`src/rtl/or1200_keccak_ctrl.sv`:
```
// Sequencer between the OR1200 l.cust5 ALU path and a Keccak-f[1600] core: packs message
// words into the rate buffer, pads the final block, stalls the CPU and returns the digest.
module or1200_keccak_ctrl #(
    parameter int unsigned RATE_WORDS   = 18,
    parameter int unsigned DIGEST_WORDS = 16
) (
    input  logic                      clk,
    input  logic                      rst,
    input  logic                      cust5_valid,
    input  logic [4:0]                cust5_op,
    input  logic [5:0]                cust5_limm,
    input  logic [31:0]               operand_a,
    output logic                      stall,
    output logic [31:0]               result,
    output logic [32*RATE_WORDS-1:0]  blk_data,
    output logic                      blk_valid,
    output logic                      blk_last,
    input  logic                      blk_ready,
    input  logic                      core_done,
    input  logic [32*DIGEST_WORDS-1:0] digest
);

    localparam int unsigned BufW = 32 * RATE_WORDS;
    localparam int unsigned DigW = 32 * DIGEST_WORDS;
    localparam int unsigned CntW = $clog2(RATE_WORDS + 1);
    localparam int unsigned PosW = $clog2(4 * RATE_WORDS);

    typedef enum logic [2:0] {
        StIdle, StAbsorb, StSend, StPerm, StSendLast, StPermLast, StDone
    } state_e;

    state_e            state_q, state_d;
    logic [CntW-1:0]   cnt_q, cnt_d;
    logic [BufW-1:0]   buf_q, buf_d;
    logic [DigW-1:0]   dig_q, dig_d;
    logic [PosW-1:0]   tail_pos;
    logic [31:0]       op_le;
    logic [1:0]        tail_n;
    logic              is_head, is_data, is_tail, is_store;
    logic              busy, busy_last, accept, start;
    logic              limm_unused;

    assign is_head  = (cust5_op == 5'b00100);
    assign is_data  = (cust5_op == 5'b00010);
    assign is_tail  = (cust5_op == 5'b00001);
    assign is_store = (cust5_op == 5'b01000);
    assign tail_n   = cust5_limm[1:0];
    assign limm_unused = ^cust5_limm[5:4];

    // First message byte sits in operand_a[31:24] but is byte 0 of the word in the buffer.
    assign op_le = {operand_a[7:0], operand_a[15:8], operand_a[23:16], operand_a[31:24]};

    assign busy      = (state_q == StSend) || (state_q == StPerm);
    assign busy_last = (state_q == StSendLast) || (state_q == StPermLast);

    assign stall = cust5_valid &&
                   (((is_head || is_data || is_tail) && (busy || busy_last)) ||
                    (is_store && busy_last));
    assign accept = cust5_valid && !stall;
    assign start  = accept && is_head &&
                    (state_q inside {StIdle, StAbsorb, StDone});

    assign blk_data  = buf_q;
    assign blk_valid = (state_q == StSend) || (state_q == StSendLast);
    assign blk_last  = (state_q == StSendLast);
    assign result    = (cust5_valid && is_store && state_q == StDone) ?
                       dig_q[32*cust5_limm[3:0] +: 32] : 32'h0;

    always_comb begin
        state_d  = state_q;
        cnt_d    = cnt_q;
        buf_d    = buf_q;
        dig_d    = dig_q;
        tail_pos = '0;
        if (start) begin
            buf_d        = '0;
            buf_d[31:0]  = op_le;
            cnt_d        = CntW'(1);
            state_d      = StAbsorb;
        end else begin
            unique case (state_q)
                StAbsorb: begin
                    if (accept && is_data) begin
                        buf_d[32*cnt_q +: 32] = op_le;
                        if (cnt_q == CntW'(RATE_WORDS - 1)) begin
                            cnt_d   = '0;
                            state_d = StSend;
                        end else begin
                            cnt_d = cnt_q + CntW'(1);
                        end
                    end else if (accept && is_tail) begin
                        if (tail_n > 2'd0) buf_d[32*cnt_q      +: 8] = operand_a[31:24];
                        if (tail_n > 2'd1) buf_d[32*cnt_q + 8  +: 8] = operand_a[23:16];
                        if (tail_n > 2'd2) buf_d[32*cnt_q + 16 +: 8] = operand_a[15:8];
                        // Padding always lands inside this block since count <= RATE_WORDS-1.
                        tail_pos = (PosW'(cnt_q) << 2) + PosW'(tail_n);
                        buf_d[8*tail_pos +: 8] = buf_d[8*tail_pos +: 8] | 8'h06;
                        buf_d[BufW-1 -: 8]     = buf_d[BufW-1 -: 8] | 8'h80;
                        state_d = StSendLast;
                    end
                end
                StSend: begin
                    if (blk_ready) begin
                        buf_d   = '0;
                        state_d = StPerm;
                    end
                end
                StSendLast: begin
                    if (blk_ready) begin
                        buf_d   = '0;
                        state_d = StPermLast;
                    end
                end
                StPerm: begin
                    if (core_done) state_d = StAbsorb;
                end
                StPermLast: begin
                    if (core_done) begin
                        dig_d   = digest;
                        state_d = StDone;
                    end
                end
                default: ;
            endcase
        end
    end

    always_ff @(posedge clk or negedge rst) begin
        if (!rst) begin
            state_q <= StIdle;
            cnt_q   <= '0;
            buf_q   <= '0;
            dig_q   <= '0;
        end else begin
            state_q <= state_d;
            cnt_q   <= cnt_d;
            buf_q   <= buf_d;
            dig_q   <= dig_d;
        end
    end

endmodule

```
`config.mk`:
```
export PLATFORM = sky130hd
export DESIGN_NAME = or1200_keccak_ctrl
export DESIGN_NICKNAME = d
export VERILOG_FILES = /design/src/rtl/or1200_keccak_ctrl.sv
export SDC_FILE = /design/constraint.sdc
export NUM_CORES = 2
export LEC_CHECK = 0
export ABC_AREA = 1
export ABC_CLOCK_PERIOD_IN_PS = 4850
export CAP_MARGIN = 10
export CORE_AREA = 2 2 460 462
export DETAILED_ROUTE_END_ITERATION = 16
export DIE_AREA = 0 0 462 464
export SYNTH_ARGS = -nofsm -noshare
export SYNTH_HDL_FRONTEND = slang
export SYNTH_SLANG_ARGS = --single-unit
```
`constraint.sdc`:
```
create_clock -name clk -period 4.85 [get_ports clk]
set_clock_uncertainty 0.05 [all_clocks]
set_input_delay 0.97 -clock clk [delete_from_list [all_inputs] [get_ports clk]]
set_output_delay 0.97 -clock clk [all_outputs]
set_load 0.01 [all_outputs]
```
== Word level (Yosys, flattened, before mapping) ==
Index checks and enable logic that the tools add are counted.
Operators by class
  add/subtract/negate cells: 8
  $mul: 0
  div/mod/pow operators: 0
  order comparisons: 3
  eq/ne operators: 18
  shift-type cells: 12
  muxes and demuxes: 39
  bitwise operators: 1
  reductions and logical operators: 29
Operator list (number)
  $mux W576: 19
  $bwmux W576: 5
  $shift A8 B34 Y576 const A: 4
  $shiftx A8 B34 Y576: 4
  $pmux W576 S2: 1
  $shift A32 B34 Y576 const A: 1
  $shiftx A32 B34 Y576: 1
  $shiftx A576 B11 Y8: 1
  $shiftx A512 B10 Y32: 1
  $neg A10 Y34: 2
  $neg A11 Y34: 2
  $mux W32: 1
  $mux W3: 8
  $mux W5: 4
  $pmux W3 S5: 1
  $add A10 B4 Y11 const B: 1
  $add A10 B5 Y11 const B: 1
  $logic_and A1 B1 Y1: 10
  $eq A3 B3 Y1 const B: 3
  $ne A3 B3 Y1 const B: 3
  $add A7 B2 Y7: 1
  $logic_or A1 B1 Y1: 7
  $reduce_and A7 Y1: 1
  $eq A3 B2 Y1 const B: 2
  other kinds (21): 26
Storage, ports and cells
  bits in registers: 1096
  bits in latches: 0
  memory bits (writable): 0
  bits in read-only memories: 0
  output and inout bits: 611
  logic and storage cells: 114
  memories: 0

== Longest topological paths before layout ==
  depth in word-level cells: 32
  gate-level depth with buffers: 35
  mapped depth without buffers: 31

== Least setup slack after synthesis ==
No wires, ideal clock.
  kind: input -> register
  from: in cust5_limm[1]
  to: reg buf_q[284], in the netlist blk_data[284]
  library setup time: 76 ps
  arrival: 5339 ps
  data required time: 4724 ps
  setup slack: -615 ps
  cell stages on the path: 24
  buffers on the path: 7
  cell sequence: inv_2 > clkbuf_1 > buf_1 > clkbuf_1 > clkbuf_1 > clkbuf_1 > buf_1 > ha_1 > nand2_1 > nor2_1 > ha_1 > clkinv_1 > nor2_1 > nand2_1 > nor2_1 > inv_1 > clkbuf_1 > nor2_1 > inv_1 > a21oi_1 > inv_2 > nor2_1 > nand2_1 > o21ai_1
On the way
  cells in the longest elaborated chain, start to end: 25
  elaborated cells on any way between the ends: 30
Ends and longest elaborated chain
  from (decl): RTL line 11  | input logic [5:0] cust5_limm,
  $gt A2 B1 Y1: RTL line 92  | if (tail_n > 2'd0) buf_d[32*cnt_q +: 8] = operand_a[31:24];
  $mux W576: RTL line 92
  $mux W576: RTL line 91  | end else if (accept && is_tail) begin
  $mux W576: RTL line 83  | if (accept && is_data) begin
  $mux W576: RTL line 81  | unique case (state_q)
  $mux W576: RTL line 75  | if (start) begin
  $bwmux W576: RTL line 93  | if (tail_n > 2'd1) buf_d[32*cnt_q + 8 +: 8] = operand_a[23:16];
  $mux W576: RTL line 93
  [... 9 more ...]
  $mux W576: RTL line 75
  $shiftx A576 B11 Y8: RTL line 97  | buf_d[8*tail_pos +: 8] = buf_d[8*tail_pos +: 8] | 8'h06;
  $shiftx A8 B34 Y576: RTL line 97
  $bwmux W576 *: RTL line 97
  $mux W576 *: RTL line 91
  $mux W576 *: RTL line 83
  $pmux W576 S2 *: RTL line 81
  $mux W576 *: RTL line 75
  to (signal assigned): RTL line 137  | buf_q <= buf_d;
  to (decl): RTL line 34  | logic [BufW-1:0] buf_q, buf_d;
Every way passes the cells marked *; elsewhere a longest branch is shown, timed or not. The select of a mux whose other input is x is not followed.
A chain may end at the register's enable or synchronous reset.

== Worst setup path in the final report ==
  from: in cust5_limm[0]
  to: out result[31]
On the way
  cells in the longest elaborated chain, start to end: 2
Ends and longest elaborated chain
  $shiftx A512 B10 Y32: RTL line 67  | dig_q[32*cust5_limm[3:0] +: 32] : 32'h0;
  $mux W32: RTL line 66  | assign result = (cust5_valid && is_store && state_q == StDone) ?
  to (decl): RTL line 14  | output logic [31:0] result,
No other way between the ends.

==> insert_results.sql <==
INSERT INTO impl_metrics (metric_group, metric, value, unit) VALUES
('setup_path', 'worst_reg2reg_path_endpoint', 'blk_data[304]$_DFFE_PN0P_', ''),
('detailed_routing', 'detail-route-antenna-nets', '0', ''),
('grt', 'antenna_found_initial', '82', ''),
('clocking', 'cts-root-to-sink-buffers', '3', ''),
('placed_design', 'place.gp.congestion', '1.13', ''),
('setup_path', 'startpoint_type', 'primary input', ''),
('synth', 'synthesis.area_per_instance', '7.22', 'um2'),
('finish', 'growth_of_design_area_from_synthesis_to_finish', '46.9', '%'),
('clocking', 'tritoncts.num_buffers', '139', ''),
('clocking', 'clock_sink_count', '1096', ''),
('detailed_routing', 'dr.pass1.iters', '8', ''),
('finish', 'fin_cells', '15200', ''),
('clocking', 'cts_root_buf', 'clkbuf_16', ''),
('placed_design', 'port-buffer-count', '1168', ''),
('synth', 'ys_seq_elements', '1096', ''),
('grt', 'first_global_vias', '85200', ''),
('setup_path', 'r2r.worst_path.cells', '25', ''),
('sta', 'finalSetupViolCount', '11', ''),
('detailed_routing', 'via_total_after_detailed_routing', '91500', ''),
('sta', 'rsz_0062_raised_after_global_routing', 'yes', ''),
('clocking', 'clock_insertion_delay_worst_skew', '0.90', 'ns'),
('clocking', 'htree_levels', '4', ''),
('detailed_routing', 'drc_violations_left', '0', ''),
('setup_path', 'end_kind', 'output pin', ''),
('outcome', 'failed_checks', 'negative setup slack', ''),
('floorplanning', 'row_count', '168', ''),
('synth', 'netlist_instances', '9898', ''),
('grt', 'grt_max_degree', '144', ''),
('synth', 'synth.lib_cells_used.distinct', '60', ''),
('synth', 'asyncSetResetFlopFracSynth', '100', '%'),
('floorplanning', 'number_of_primary_i_o_pins', '1171', ''),
('clocking', 'clk_pin_slew', '0.06', 'ns'),
('synth', 'synth_flop_cell', 'dfrtp_1', ''),
('sta', 'timing_worst_slew_pin_value', '1.27', 'ns'),
('sta', 'achievable-frequency', '202', 'MHz'),
('finish', 'layout.nets', '12800', ''),
('floorplanning', 'fp.coreArea', '209000', 'um2'),
('outcome', 'run_status', 'complete, but fails checks', ''),
('sta', 'post-route-period-util', '102', '%'),
('sta', 'layout_setup_ws', '-0.0975', 'ns'),
('detailed_routing', 'wire_per_inst', '36.1', 'um'),
('synth', 'syn_area', '71400', 'um2'),
('setup_path', 'cp_max_fo', '44', ''),
('placed_design', 'dp_slack', '-0.481', 'ns'),
('power', 'cellLeakagePower', '49.2', 'nW'),
('finish', 'layout-drive-gt1-share', '22.9', '%'),
('grt', 'grt-ovfl-total', '0', ''),
('sta', 'fin_crit', '4.95', 'ns'),
('clocking', 'tritoncts', 'built', ''),
('placed_design', 'numPlacedInstances', '14900', ''),
('floorplanning', 'total_die_area', '214000', 'um2'),
('sta', 'maxSlewHeadroom', '15.2', '%'),
('detailed_routing', 'detailedRoute.firstIterationViolations', '13100', ''),
('floorplanning', 'initial_utilization', '34.2', '%'),
('sta', 'timing_max_transition_violations_final', '0', ''),
('floorplanning', 'chipWidth', '462', 'um'),
('synth', 'yosys_warnings', '0', ''),
('setup_path', 'critical_path_arrival', '3.93', 'ns'),
('synth', 'synth_edf_count', '0', ''),
('hold_path', 'hold_path_class', 'primary input to asynchronous set/reset pin', ''),
('synth', 'sequential_share_of_the_synthesized_area', '38.4', '%'),
('power', 'ir_drop', '0.401', 'mV'),
('placed_design', 'dp_hpwl', '435', 'mm'),
('clocking', 'cts_hold_buf', '0', ''),
('detailed_routing', 'postRouteWirelength', '549', 'mm'),
('grt', 'grt_first_pass_wirelength', '727', 'mm'),
('setup_path', 'critical_path_class', 'primary input to output pin', ''),
('job', 'drv_cap', '0', ''),
('floorplanning', 'die_height', '464', 'um'),
('detailed_routing', 'post_drt_via_cell_ratio', '6.02', ''),
('sta', 'worst_hold_slack', '0.104', 'ns'),
('setup_path', 'regToRegStartpoint', 'cnt_q[0]$_DFFE_PN0P_', ''),
('sta', 'report.final.hold_viol_count', '0', ''),
('setup_path', 'ff_to_ff_setup_slack', '-0.02', 'ns'),
('setup_path', 'cp.required', '3.83', 'ns'),
('grt', 'grt_util_all_layers', '49.4', '%'),
('power', 'power.density_cell_area', '222', 'nW/um2'),
('synth', 'synth_nets', '10500', '');
## kinds of logic (layout without fill, tap and decap cells)
family	after synthesis	count (layout)	synth area share, %
buffers and inverters	1448	3891	7.90
other	0	57	0
muxes	514	514	8.10
adders and majority gates	16	16	0.280
and+or+nand+nor	3999	3999	23.3
DFF	1096	1096	38.4
AOI/OAI and AO/OA	2822	2822	22.0
xor gates and xnor gates	3	3	0.0368
## state kept, by name (all words and copies together) (netlist names)
signal and flops:
blk_data 576, dig_q 512, cnt_q 5, state_q 3
## Yosys cell counts (3+ instances only)
cell type,n,area (um2)
nand4_1,70,438
nand4_2,4,50.1
a21oi_2,3,26.3
buf_1,94,353
o211ai_1,56,420
nand2_2,16,100
ha_1,16,200
a311oi_1,17,149
a22oi_1,86,646
inv_2,45,169
buf_2,62,310
o21ai_0,1145,5730
dfrtp_1,1096,27400
nor4_1,4,25.0
nand3_1,608,3040
nor2_4,21,236
or2_2,13,81.3
o22ai_1,45,282
a22o_1,14,123
nand3b_1,6,45.0
nand3_2,9,90.1
buf_6,5,56.3
a21o_1,4,30.0
o41ai_1,7,61.3
o31ai_1,89,668
clkbuf_1,499,1870
xor2_1,3,26.3
o21a_1,8,60.1
a32o_1,66,661
nand2_1,2407,9030
nor3_1,124,621
o32ai_1,14,123
a221oi_1,46,403
clkinv_1,13,48.8
buf_4,21,158
o21ai_1,184,921
nor2_1,666,2500
a31oi_1,57,357
inv_1,706,2650
o21bai_1,13,97.6
a21oi_1,937,4690
a211oi_1,20,150
nor2_2,43,269
mux2_2,513,5780
o221ai_1,3,26.3
## worst max-delay path by stage
stage | start | endpoint | slack [ns] | depth (start not counted)
floorplan | cust5_limm[0] | blk_data[297]$_DFFE_PN0P_ | 0.02 | 22
global placement | cust5_limm[1] | blk_data[499]$_DFFE_PN0P_ | -0.50 | 27
detailed placement | cust5_limm[1] | result[21] | -0.48 | 11
CTS | cnt_q[0]$_DFFE_PN0P_ | blk_data[403]$_DFFE_PN0P_ | 0.004 | 34
global route | cnt_q[0]$_DFFE_PN0P_ | blk_data[184]$_DFFE_PN0P_ | -0.12 | 31
finish | cust5_limm[0] | result[31] | -0.1 | 11
## cells in the final DEF, fill, tap and decap left out, types with 117 or more instances in the layout
cell type        instances
o21ai_0               1100
dfrtp_1               1095
nor3_1                 117
o21ai_1                220
nand3_1                584
inv_1                  696
mux2_2                 513
nand2_1               2328
a21oi_1                935
buf_4                 1534
clkdlybuf4s50_1       1149
buf_12                 144
clkbuf_16              142
nor2_1                 641
## power by group
part	internal, mW	total, mW	leakage, nW	switching (mW)
combinational	0.994	2.84	32.4	1.84
clock	6.40	11.3	2.38	4.92
sequential	9.14	9.15	14.4	0.000512
total	16.5	23.3	49.2	6.77
## layout make-up
type | count | area, um2
Inverter | 766 | 2930
Clock inverter | 66 | 970
Timing Repair Buffer | 2876 | 26700
Clock buffer | 183 | 3890
Antenna cell | 57 | 143
Sequential cell | 1096 | 27400
Fill cell | 20600 | 104000
Tap cell | 2805 | 3510
Multi-Input combinational cell | 7354 | 39300
## per-layer routing
layer  vias to the layer above  GRT usage (%)  part of all wire [%]
li1                      38400              -                     -
met1                     44800           60.5                    37
met3                      1645           13.7                    11
met5                         -              0                 0.027
met2                      6556           70.2                    41
met4                        22           44.6                    11
## worst max-delay path, stage by stage
cell             delay, ns
buf_8                 0.14
buf_4                 0.18
buf_12                0.18
buf_16                0.28
a21oi_1               0.19
a22oi_1               0.14
a221oi_2              0.66
buf_4                 0.29
a311oi_1              0.06
buf_4                 0.18
clkdlybuf4s50_1       0.48
## through the flow
stage	power [mW]	TNS [ns]	utilization [%]	area [um2]
after global routing	23.7	-1.75	50.1	105000
after CTS	23.2	0	49.7	104000
after global placement	11.9	-68.02	47.0	98300
after detailed placement	11.9	-69.97	47.0	98300
final	23.3	-0.427	50.2	105000
after floorplan	10.0	0	-	71400
## repair_timing
item / in CTS / in global routing
setup endpoints to repair: 345 / 362
gates resized for setup: 95 / 226
pin swaps: 12 / 45
setup buffers: 12 / 19
cloned: 6 / 3
Note: power is estimated with default switching activity, not from simulation.
